<file path="config.mk">
export PLATFORM = sky130hd
export DESIGN_NAME = id_stage
export DESIGN_NICKNAME = d
export VERILOG_FILES = /design/src/rtl/id_stage.sv
export SDC_FILE = /design/constraint.sdc
export NUM_CORES = 2
export LEC_CHECK = 0
export CORE_MARGIN = 4
export CORE_UTILIZATION = 40
export CTS_BUF_LIST = sky130_fd_sc_hd__clkbuf_8
export CTS_CLUSTER_DIAMETER = 200
export DETAILED_ROUTE_END_ITERATION = 16
export PLACE_DENSITY_LB_ADDON = 0.1
export SLEW_MARGIN = 20
export SYNTH_ARGS = -nofsm -noshare
export SYNTH_HDL_FRONTEND = slang
export SYNTH_SLANG_ARGS = --single-unit
</file>
<file path="constraint.sdc">
create_clock -name clk -period 2.8 [get_ports clk]
set_clock_uncertainty 0.15 [all_clocks]
set_input_delay 0.28 -clock clk [delete_from_list [all_inputs] [get_ports clk]]
set_output_delay 0.28 -clock clk [all_outputs]
set_load 0.01 [all_outputs]
</file>
<file path="src/rtl/id_stage.sv">
`default_nettype none
// ============================================================================
// Module      : id_stage
// Description : MIPS instruction-decode stage. Decodes the fetch instruction,
//               reads the 32-entry register file (with optional same-cycle
//               writeback forwarding), forms immediate, jump and branch
//               targets and the destination register, and launches the
//               bundle into a registered ID/EX stage with a valid/ready
//               handshake. Detects load-use hazards (one bubble each),
//               kills ID/EX on flush and counts hazard bubbles.
// Ports       :
//   clk, rst                 clock, synchronous active-high reset
//   if_valid_i/if_instr_i/if_pc4_i   instruction from fetch
//   id_ready_o               instruction consumed this cycle
//   op_code_o, funct_o       opcode/funct fields to the control unit
//   ctl_*_i                  combinational controls for the current instr
//   flush_i                  kill entering and held instruction
//   wb_we_i/wb_addr_i/wb_data_i  register writeback port
//   ex_ready_i               EX accepts the ID/EX bundle
//   ex_*_o                   registered ID/EX bundle
//   bubble_cnt_o             saturating count of load-use bubbles
// Revision    : 1.0 - initial release
// ============================================================================
module id_stage #(
  parameter int DATA_W   = 32,
  parameter int BYPASS   = 1,
  parameter int HAZARD   = 1,
  parameter int SYS_R1   = 2,
  parameter int SYS_R2   = 4,
  parameter int LINK_REG = 31
) (
  input  logic              clk,
  input  logic              rst,
  input  logic              if_valid_i,
  input  logic [31:0]       if_instr_i,
  input  logic [DATA_W-1:0] if_pc4_i,
  output logic              id_ready_o,
  output logic [5:0]        op_code_o,
  output logic [5:0]        funct_o,
  input  logic              ctl_syscall_i,
  input  logic              ctl_regdst_i,
  input  logic              ctl_jal_i,
  input  logic              ctl_signed_ext_i,
  input  logic              ctl_regwrite_i,
  input  logic              ctl_memread_i,
  input  logic              flush_i,
  input  logic              wb_we_i,
  input  logic [4:0]        wb_addr_i,
  input  logic [DATA_W-1:0] wb_data_i,
  input  logic              ex_ready_i,
  output logic              ex_valid_o,
  output logic [DATA_W-1:0] ex_rs_data_o,
  output logic [DATA_W-1:0] ex_rt_data_o,
  output logic [DATA_W-1:0] ex_imm_o,
  output logic [4:0]        ex_shamt_o,
  output logic [4:0]        ex_dst_o,
  output logic              ex_regwrite_o,
  output logic              ex_memread_o,
  output logic [DATA_W-1:0] ex_pc4_o,
  output logic [DATA_W-1:0] ex_addr_jmp_o,
  output logic [DATA_W-1:0] ex_addr_beq_o,
  output logic [31:0]       bubble_cnt_o
);

  localparam logic [4:0] c_sys_r1   = 5'(SYS_R1);
  localparam logic [4:0] c_sys_r2   = 5'(SYS_R2);
  localparam logic [4:0] c_link_reg = 5'(LINK_REG);

  // --------------------------------------------------------------------------
  // Register file
  // --------------------------------------------------------------------------
  logic [DATA_W-1:0] rf_q [32];
  logic              w_wb_hit;

  assign w_wb_hit = wb_we_i && (wb_addr_i != 5'd0);

  always_ff @(posedge clk) begin
    if (rst) begin
      for (int i = 0; i < 32; i++) begin
        rf_q[i] <= '0;
      end
    end else if (w_wb_hit) begin
      rf_q[wb_addr_i] <= wb_data_i;
    end
  end

  // --------------------------------------------------------------------------
  // Decode
  // --------------------------------------------------------------------------
  logic [4:0]        w_r1;
  logic [4:0]        w_r2;
  logic [DATA_W-1:0] w_rf_r1;
  logic [DATA_W-1:0] w_rf_r2;
  logic [DATA_W-1:0] w_rs;
  logic [DATA_W-1:0] w_rt;
  logic [DATA_W-1:0] w_imm;
  logic [DATA_W-1:0] w_jmp;
  logic [DATA_W-1:0] w_beq;
  logic [4:0]        w_dst;

  assign op_code_o = if_instr_i[31:26];
  assign funct_o   = if_instr_i[5:0];

  // Syscall reads its argument registers at fixed addresses.
  assign w_r1 = ctl_syscall_i ? c_sys_r1 : if_instr_i[25:21];
  assign w_r2 = ctl_syscall_i ? c_sys_r2 : if_instr_i[20:16];

  // Entry 0 is hardwired to zero regardless of array contents.
  assign w_rf_r1 = (w_r1 == 5'd0) ? '0 : rf_q[w_r1];
  assign w_rf_r2 = (w_r2 == 5'd0) ? '0 : rf_q[w_r2];

  generate
    if (BYPASS != 0) begin : g_bypass
      assign w_rs = (w_wb_hit && (wb_addr_i == w_r1)) ? wb_data_i : w_rf_r1;
      assign w_rt = (w_wb_hit && (wb_addr_i == w_r2)) ? wb_data_i : w_rf_r2;
    end else begin : g_no_bypass
      assign w_rs = w_rf_r1;
      assign w_rt = w_rf_r2;
    end
  endgenerate

  assign w_imm = ctl_signed_ext_i ? {{(DATA_W-16){if_instr_i[15]}}, if_instr_i[15:0]}
                                  : {{(DATA_W-16){1'b0}}, if_instr_i[15:0]};

  assign w_jmp = {{(DATA_W-28){1'b0}}, if_instr_i[25:0], 2'b00};
  assign w_beq = {w_imm[DATA_W-3:0], 2'b00} + if_pc4_i;

  always_comb begin
    w_dst = 5'd0;
    if (ctl_regwrite_i) begin
      if (ctl_jal_i)         w_dst = c_link_reg;
      else if (ctl_regdst_i) w_dst = if_instr_i[15:11];
      else                   w_dst = if_instr_i[20:16];
    end
  end

  // --------------------------------------------------------------------------
  // Handshake and hazard control
  // --------------------------------------------------------------------------
  logic              ex_valid_q;
  logic [DATA_W-1:0] ex_rs_q;
  logic [DATA_W-1:0] ex_rt_q;
  logic [DATA_W-1:0] ex_imm_q;
  logic [4:0]        ex_shamt_q;
  logic [4:0]        ex_dst_q;
  logic              ex_regwrite_q;
  logic              ex_memread_q;
  logic [DATA_W-1:0] ex_pc4_q;
  logic [DATA_W-1:0] ex_jmp_q;
  logic [DATA_W-1:0] ex_beq_q;
  logic [31:0]       bubble_cnt_q;
  logic [31:0]       bubble_cnt_d;
  logic              w_hazard;
  logic              w_adv;

  generate
    if (HAZARD != 0) begin : g_hazard
      // A load in ID/EX whose result is needed by the decoding instruction.
      assign w_hazard = if_valid_i && ex_valid_q && ex_memread_q &&
                        (ex_dst_q != 5'd0) &&
                        ((ex_dst_q == w_r1) || (ex_dst_q == w_r2));
    end else begin : g_no_hazard
      assign w_hazard = 1'b0;
    end
  endgenerate

  assign w_adv      = !ex_valid_q || ex_ready_i;
  assign id_ready_o = flush_i || (w_adv && !w_hazard);

  assign bubble_cnt_d = (bubble_cnt_q == 32'hFFFF_FFFF) ? bubble_cnt_q
                                                        : bubble_cnt_q + 32'd1;

  always_ff @(posedge clk) begin
    if (rst) begin
      ex_valid_q    <= 1'b0;
      ex_rs_q       <= '0;
      ex_rt_q       <= '0;
      ex_imm_q      <= '0;
      ex_shamt_q    <= '0;
      ex_dst_q      <= '0;
      ex_regwrite_q <= 1'b0;
      ex_memread_q  <= 1'b0;
      ex_pc4_q      <= '0;
      ex_jmp_q      <= '0;
      ex_beq_q      <= '0;
      bubble_cnt_q  <= '0;
    end else if (flush_i) begin
      ex_valid_q <= 1'b0;
    end else if (w_adv) begin
      // Payload loads on bubble/idle cycles too; ex_valid qualifies it.
      ex_valid_q    <= if_valid_i && !w_hazard;
      ex_rs_q       <= w_rs;
      ex_rt_q       <= w_rt;
      ex_imm_q      <= w_imm;
      ex_shamt_q    <= if_instr_i[10:6];
      ex_dst_q      <= w_dst;
      ex_regwrite_q <= ctl_regwrite_i;
      ex_memread_q  <= ctl_memread_i;
      ex_pc4_q      <= if_pc4_i;
      ex_jmp_q      <= w_jmp;
      ex_beq_q      <= w_beq;
      if (w_hazard) begin
        bubble_cnt_q <= bubble_cnt_d;
      end
    end
  end

  assign ex_valid_o    = ex_valid_q;
  assign ex_rs_data_o  = ex_rs_q;
  assign ex_rt_data_o  = ex_rt_q;
  assign ex_imm_o      = ex_imm_q;
  assign ex_shamt_o    = ex_shamt_q;
  assign ex_dst_o      = ex_dst_q;
  assign ex_regwrite_o = ex_regwrite_q;
  assign ex_memread_o  = ex_memread_q;
  assign ex_pc4_o      = ex_pc4_q;
  assign ex_addr_jmp_o = ex_jmp_q;
  assign ex_addr_beq_o = ex_beq_q;
  assign bubble_cnt_o  = bubble_cnt_q;

endmodule
`default_nettype wire

</file>
Word level (Yosys, flattened, before mapping) --
Memories as Yosys holds them, arrays and structs flattened. Cells that the tools add are included.
Word-level totals: flip-flop bits (word level) 231, memory bits (writable) 1024, input bits 113, word-level logic and storage cells 62, memories kept 1
Memories:
- rf_q | depth 32, width 32, rd ports 2, clocked after memory_dff 0, write ports 32, RTL line 72 | logic [DATA_W-1:0] rf_q [32];
Cells by class: $add $sub $neg 2, equal/unequal tests 5, multiplexer cells 18, bitwise logic cells 2, reductions and logical operators 22
Operators by type and width (number):
- 32-bit two-way mux | 6
- 32-bit by 1-bit adder with 32-bit output, second input constant | 1
- 32-bit adder | 1
- 32-bit equality test, second input constant | 1
- 32-bit OR reduction | 1
- 5-bit two-way mux | 6
- 5-bit equality test | 4
- 5-bit zero test | 2
- 5-bit nonzero test | 2
- 1-bit logical AND | 9
- 1-bit two-way mux | 6
- 4-bit AND reduction | 1
- 1-bit logical OR | 3
- 1-bit zero test | 2
- 1-bit inverter | 2
- 2-bit AND reduction | 1
- 2-bit OR reduction | 1

Logic depth before layout (Yosys ltp) --
word-level depth 7, gate-level depth with buffers 12, mapped depth without buffers 11

Worst setup path before layout --
OpenSTA, ideal clock, no wires.
kind input -> register, start input if_instr_i[22], end register ex_rs_q[21], in the netlist ex_rs_data_o[21], setup time 132 ps, data arrival time 2454 ps, path slack 64 ps, stages 10, path buffers 4, cell sequence clkbuf_1 -> or2_1 -> buf_2 -> or4_4 -> a2111oi_4 -> buf_4 -> buf_6 -> nor3_1 -> a2111oi_2 -> nor3_1
Between the ends: longest elaborated chain between the ends 4
RTL lines:
- from (decl) | RTL line 35 | input logic [31:0] if_instr_i,
- 5-bit two-way mux * | RTL line 105 | assign w_r1 = ctl_syscall_i ? c_sys_r1 : if_instr_i[25:21];
- memory read 32 x 32 bit (tied with other cells)
- 32-bit two-way mux / 1-bit logical AND (equally long branches) | RTL line 109, 114
- 32-bit two-way mux * | RTL line 114 | assign w_rs = (w_wb_hit && (wb_addr_i == w_r1)) ? wb_data_i : w_rf_r1;
- to (signal assigned) | RTL line 192 | ex_rs_q <= w_rs;
- to (decl) | RTL line 141 | logic [DATA_W-1:0] ex_rs_q;
Every way passes the cells marked *; elsewhere a longest branch is shown, timed or not. A chain may end at the register's enable or synchronous reset.

Worst setup path in the final report --
start register ex_dst_q[3], in the netlist ex_dst_o[3], end output id_ready_o
Between the ends: longest elaborated chain between the ends 6
RTL lines:
- from (decl) | RTL line 145 | logic [4:0] ex_dst_q;
- from (signal assigned) | RTL line 196 | ex_dst_q <= w_dst;
- 5-bit equality test / 5-bit nonzero test (equally long branches) | RTL line 161, 160
- 1-bit logical OR / 1-bit logical AND (equally long branches) | RTL line 161, 159
- 1-bit logical AND * | RTL line 160 | (ex_dst_q != 5'd0) &&
- 1-bit zero test * | RTL line 168 | assign id_ready_o = flush_i || (w_adv && !w_hazard);
- 1-bit logical AND * | RTL line 168
- 1-bit logical OR * | RTL line 168
- to (decl) | RTL line 37 | output logic id_ready_o,
Marked as above.

==> impl_metrics.prom <==
# TYPE chip_impl_metric gauge
chip_impl_info{name="run_status",value="complete, but fails checks"} 1
chip_impl_info{name="violations_in_the_final_reports",value="setup timing"} 1
chip_impl_info{name="setup.worst_path.start_class",value="flop"} 1
chip_impl_metric{name="synth_cells",unit=""} 6430
chip_impl_metric{name="global_route.overflow_total",unit=""} 0
chip_impl_metric{name="post_layout_nonfiller_instances",unit=""} 9604
chip_impl_info{name="final_common_cell",value="sky130_fd_sc_hd__edfxtp_1"} 1
chip_impl_metric{name="switching_share",unit=""} 0.293
chip_impl_metric{name="antenna_found_initial",unit=""} 14
chip_impl_metric{name="dp_cells",unit=""} 9112
chip_impl_metric{name="final_count_of_pins_violating_max_slew",unit=""} 0
chip_impl_info{name="crit_top_cell",value="sky130_fd_sc_hd__nand2_2"} 1
chip_impl_metric{name="critical_path_maximum_fanout",unit=""} 6
chip_impl_metric{name="die_height",unit="µm"} 420
chip_impl_info{name="critical_path.top_delay_family",value="compound AO/OA/AOI/OAI gates"} 1
chip_impl_metric{name="pwr-share-seq",unit=""} 0.467
chip_impl_metric{name="starting_utilization_of_the_core_area",unit=""} 0.404
chip_impl_metric{name="grt.met2_usage",unit=""} 0.524
chip_impl_metric{name="synth_enable_flop_cells",unit=""} 1024
chip_impl_metric{name="p_leak",unit="nW"} 32.2
chip_impl_metric{name="clock_latency",unit="ns"} 1.01
chip_impl_info{name="critical_path.reg2reg.startpoint",value="ex_dst_o[3]$_SDFFE_PP0P_"} 1
chip_impl_metric{name="report.final.setup_viol",unit=""} 8
chip_impl_metric{name="dr.pass1.iters",unit=""} 6
chip_impl_metric{name="p_per_area",unit="nW/µm²"} 539
chip_impl_metric{name="worst_r2r_path_depth",unit=""} 10
chip_impl_info{name="postSynth.topFlopCell",value="sky130_fd_sc_hd__edfxtp_1"} 1
chip_impl_info{name="cts-root-buf",value="sky130_fd_sc_hd__clkbuf_8"} 1
chip_impl_metric{name="min_period",unit="ns"} 2.99
chip_impl_metric{name="num-nets-final",unit=""} 7326
chip_impl_metric{name="largest_net_degree_at_the_start_of_global_routing",unit=""} 110
chip_impl_metric{name="clock_power_frac",unit=""} 0.359
chip_impl_metric{name="sinks_on_clock_net",unit=""} 1217
chip_impl_metric{name="synthToLayoutAreaGrowth",unit="%"} 25.0
chip_impl_metric{name="port_buffers",unit=""} 344
chip_impl_metric{name="worst_slew_pin_slew",unit="ns"} 1.03
chip_impl_metric{name="gr-usage-met1",unit=""} 0.415
chip_impl_metric{name="required",unit="ns"} 2.37
chip_impl_info{name="grt_most_used_layer",value="met2"} 1
chip_impl_metric{name="design.die.area",unit="µm²"} 176000
chip_impl_metric{name="fp.dieW",unit="µm"} 420
chip_impl_metric{name="antenna_violating_nets_post_route",unit=""} 0
chip_impl_metric{name="grt_pass1_wl",unit="µm"} 414000
chip_impl_metric{name="irDropWorstVdd",unit="mV"} 0.535
chip_impl_info{name="crit_path_start",value="ex_dst_o[3]$_SDFFE_PP0P_"} 1
chip_impl_metric{name="p_sw",unit="mW"} 13.4
chip_impl_metric{name="seq_area_frac_synth",unit=""} 0.510
chip_impl_metric{name="critical_path_buf_inv_count",unit=""} 2
chip_impl_metric{name="reg2reg_slack",unit="ns"} -0.11
chip_impl_metric{name="final_core_util",unit=""} 0.506
chip_impl_metric{name="synthesis.area",unit="µm²"} 67900
chip_impl_metric{name="synth_async_sr_flop_share",unit=""} 0
chip_impl_info{name="tritoncts_clock_tree",value="done"} 1
chip_impl_metric{name="report.final.hold_viol_count",unit=""} 0
chip_impl_metric{name="post_dp_cell_area",unit="µm²"} 79800
chip_impl_metric{name="ys_seq_elements",unit=""} 1217
chip_impl_metric{name="dpl.hpwl",unit="µm"} 199000
chip_impl_metric{name="worst_hold_path.num_cells",unit=""} 4
chip_impl_metric{name="final_critical_path_setup_slack",unit="ns"} -0.187
chip_impl_metric{name="vias_cell",unit=""} 6.10
chip_impl_metric{name="final.period_utilization",unit=""} 1.07
chip_impl_metric{name="drt-initial-drc-count",unit=""} 6559
chip_impl_metric{name="internal-power",unit="mW"} 32.4
chip_impl_info{name="grt_setup_unrepaired",value="true"} 1
chip_impl_info{name="min-delay-start",value="if_instr_i[0]"} 1
chip_impl_info{name="hold-path-endpoint",value="ex_addr_beq_o[2]$_SDFFE_PP0P_"} 1
chip_impl_metric{name="final_design_area_no_fill",unit="µm²"} 84900
chip_impl_metric{name="routed_wire_length_per_instance",unit="µm"} 30.6
chip_impl_metric{name="timing.critical_path.arrival",unit="ns"} 2.56
chip_impl_metric{name="synth.yosys.warnings",unit=""} 0
chip_impl_metric{name="placeableCoreArea",unit="µm²"} 168000
chip_impl_info{name="timing.critical_path.cells",value="nor2b_2 -> a211oi_1 -> o21a_1 -> o211ai_1 -> buf_4 -> nand2_2 -> nand2_2 -> a21o_1 -> buf_6"} 1
chip_impl_metric{name="drt-total-wl",unit="µm"} 294000
chip_impl_info{name="crit_type",value="reg2out"} 1
chip_impl_metric{name="design.portCount",unit=""} 363
chip_impl_metric{name="cap_violations",unit=""} 0
chip_impl_metric{name="layout-drive-gt1-share",unit=""} 0.188
chip_impl_metric{name="rows",unit=""} 150
chip_impl_metric{name="clock_pin_slew_reported_for_the_worst_setup_and_hold_paths_after_clock_tree_synthesis",unit="ns"} 0.06
chip_impl_metric{name="yosys.cell_types.count",unit=""} 80
chip_impl_metric{name="gpl.final_weighted_congestion",unit=""} 0.915
chip_impl_metric{name="first_global_vias",unit=""} 57395
chip_impl_info{name="mostFrequentLayoutCells",value="1024 x sky130_fd_sc_hd__edfxtp_1, 1004 x sky130_fd_sc_hd__and2_1, 694 x sky130_fd_sc_hd__buf_4"} 1
chip_impl_info{name="r2r_end",value="bubble_cnt_o[23]$_SDFFE_PP0P_"} 1
chip_impl_metric{name="number_of_levels_in_the_clock_h_tree",unit=""} 4
chip_impl_metric{name="number_of_cts_inserted_buffers",unit=""} 219
chip_impl_metric{name="met3_usage",unit=""} 0.0513
chip_impl_metric{name="gr-usage-all-layers",unit=""} 0.324
chip_impl_metric{name="critical-path-max-stage-delay",unit="ns"} 0.37
chip_impl_metric{name="pre_cts_ws",unit="ns"} -0.760
chip_impl_metric{name="drc",unit=""} 0
chip_impl_info{name="worst_path_max_delay_cell",value="sky130_fd_sc_hd__dfxtp_4"} 1
chip_impl_metric{name="max_freq",unit="GHz"} 0.335
chip_impl_info{name="end_kind",value="output pin"} 1
chip_impl_metric{name="routed-via-count",unit=""} 58607
chip_impl_metric{name="synth.avg_cell_area",unit="µm²"} 10.6
chip_impl_metric{name="number_of_buffers_on_the_longest_clock_path",unit=""} 3
chip_impl_metric{name="max_slew_margin",unit=""} 0.309
chip_impl_metric{name="comb_power_share",unit=""} 0.175
chip_impl_info{name="timing.hold.worst.class",value="in2reg"} 1
-- flip-flops by register name, indices dropped and copies added, names as in the netlist --
signal and count:
ex_dst_o 5, ex_addr_beq_o 30, ex_addr_jmp_o 10, ex_valid_o 1, bubble_cnt_o 32, ex_rs_data_o 32
rf_q 1024, ex_imm_o 17, ex_regwrite_o 1, ex_rt_data_o 32, ex_pc4_o 32, ex_memread_o 1
-- Yosys cell counts (all sizes together) (5+ instances only) --
library cell,n,share of area
or2,36,0.0033
inv,8,0.00044
o21ai,121,0.0089
or3,10,0.00092
and2,1004,0.092
o211ai,18,0.0020
a211o,5,0.00064
o22ai,196,0.018
nor3,120,0.0088
nor2,266,0.015
mux2,70,0.012
buf,198,0.016
nand3,179,0.013
and4,5,0.00064
a2111oi,66,0.011
nand2,357,0.020
a221oi,187,0.024
o221ai,62,0.0080
nand4,15,0.0014
nor2b,114,0.010
o22a,32,0.0041
nor3b,5,0.00063
a21o,66,0.0073
mux2i,570,0.084
a211oi,233,0.026
o31ai,35,0.0039
edfxtp,1024,0.45
dfxtp,193,0.057
nand2b,22,0.0020
a22oi,5,0.00055
a221o,62,0.0091
a31oi,63,0.0058
ha,17,0.0031
clkbuf,555,0.031
a21oi,364,0.027
mux4,11,0.0036
and3,5,0.00046
xnor2,34,0.0044
xor2,18,0.0023
nand3b,14,0.0015
nor4,12,0.0011
or4,10,0.0012
-- power groups by stage --
| stage | combinational [mW] | sequential (mW) | clock (mW) |
|---|---|---|---|
| CTS | 7.91 | 21.3 | 16.7 |
| finish | 8.01 | 21.4 | 16.4 |
| global route | 8.38 | 21.5 | 17.6 |
| floorplan | 3.67 | 21.5 | 0 |
| detailed placement | 7.80 | 21.7 | 0 |
| global placement | 7.76 | 21.7 | 0 |
-- tightest hold or removal path: cells and delay by family --
kind	cells	cell delay, ns
buf+inv	1	0.52
compound gates	1	0.11
fa+ha+maj	1	0.16
simple gates	1	0.05
-- worst max path at each step --
| stage | depth (start not counted) | endpoint |
|---|---|---|
| 4_1_cts | 9 | id_ready_o |
| 5_1_grt | 9 | id_ready_o |
| 6_report | 9 | id_ready_o |
| 3_3_place_gp | 10 | ex_addr_beq_o[27]$_SDFFE_PP0P_ |
| 2_1_floorplan | 10 | ex_rs_data_o[21]$_SDFFE_PP0P_ |
| 3_5_place_dp | 10 | ex_addr_beq_o[27]$_SDFFE_PP0P_ |
-- repair_timing --
item / CTS / global route
endpoints found under the hold margin: 225 / 3
buffers inserted: 5 / 0
hold buffers: 62 / 3
pin swaps: 5 / 5
setup endpoints to repair: 18 / 29
gates resized for setup: 18 / 27
-- cells by family (layout without fill, tap and decap cells) --
logic type | Yosys count | in the layout | synth area share
other cells | 1 | 53 | 0.0000552
compound gates | 1544 | 1544 | 0.160
fa+ha+maj | 18 | 18 | 0.00343
buf+inv | 762 | 1680 | 0.0469
flops | 1217 | 1217 | 0.510
mux | 651 | 651 | 0.0992
xor+xnor | 52 | 52 | 0.00670
simple gates | 2185 | 2185 | 0.174
-- through the flow --
step,hold WS (ns),power [mW],setup TNS [ns]
final,0.0402,45.8,-0.539
after global routing,0.00114,47.4,-1.33
after CTS,0.00701,45.9,-0.894
after detailed placement,0.296,29.5,-81.23
after global placement,0.290,29.4,-80.85
after floorplan,0.207,25.2,0
-- metal layers --
| metal | up-vias | part of all wire | routed length (µm) |
|---|---|---|---|
| met2 | 3180 | 0.46 | 135000 |
| met3 | 737 | 0.080 | 23400 |
| li1 | 25529 | - | - |
| met4 | 2 | 0.062 | 18200 |
| met1 | 29159 | 0.40 | 117000 |
| met5 | - | 0.000024 | 7 |
-- cell type report --
cell class | count | area, µm²
diodes | 15 | 37.5
fillers | 14994 | 83100
clock buffers | 244 | 3360
repair buffers | 1260 | 12500
inverters | 9 | 47.5
multi-input cells | 4488 | 30700
flip-flops and latches | 1217 | 34600
clock inverters | 167 | 867
well taps | 2204 | 2760
No activity file was read; power rests on OpenSTA's default activity.
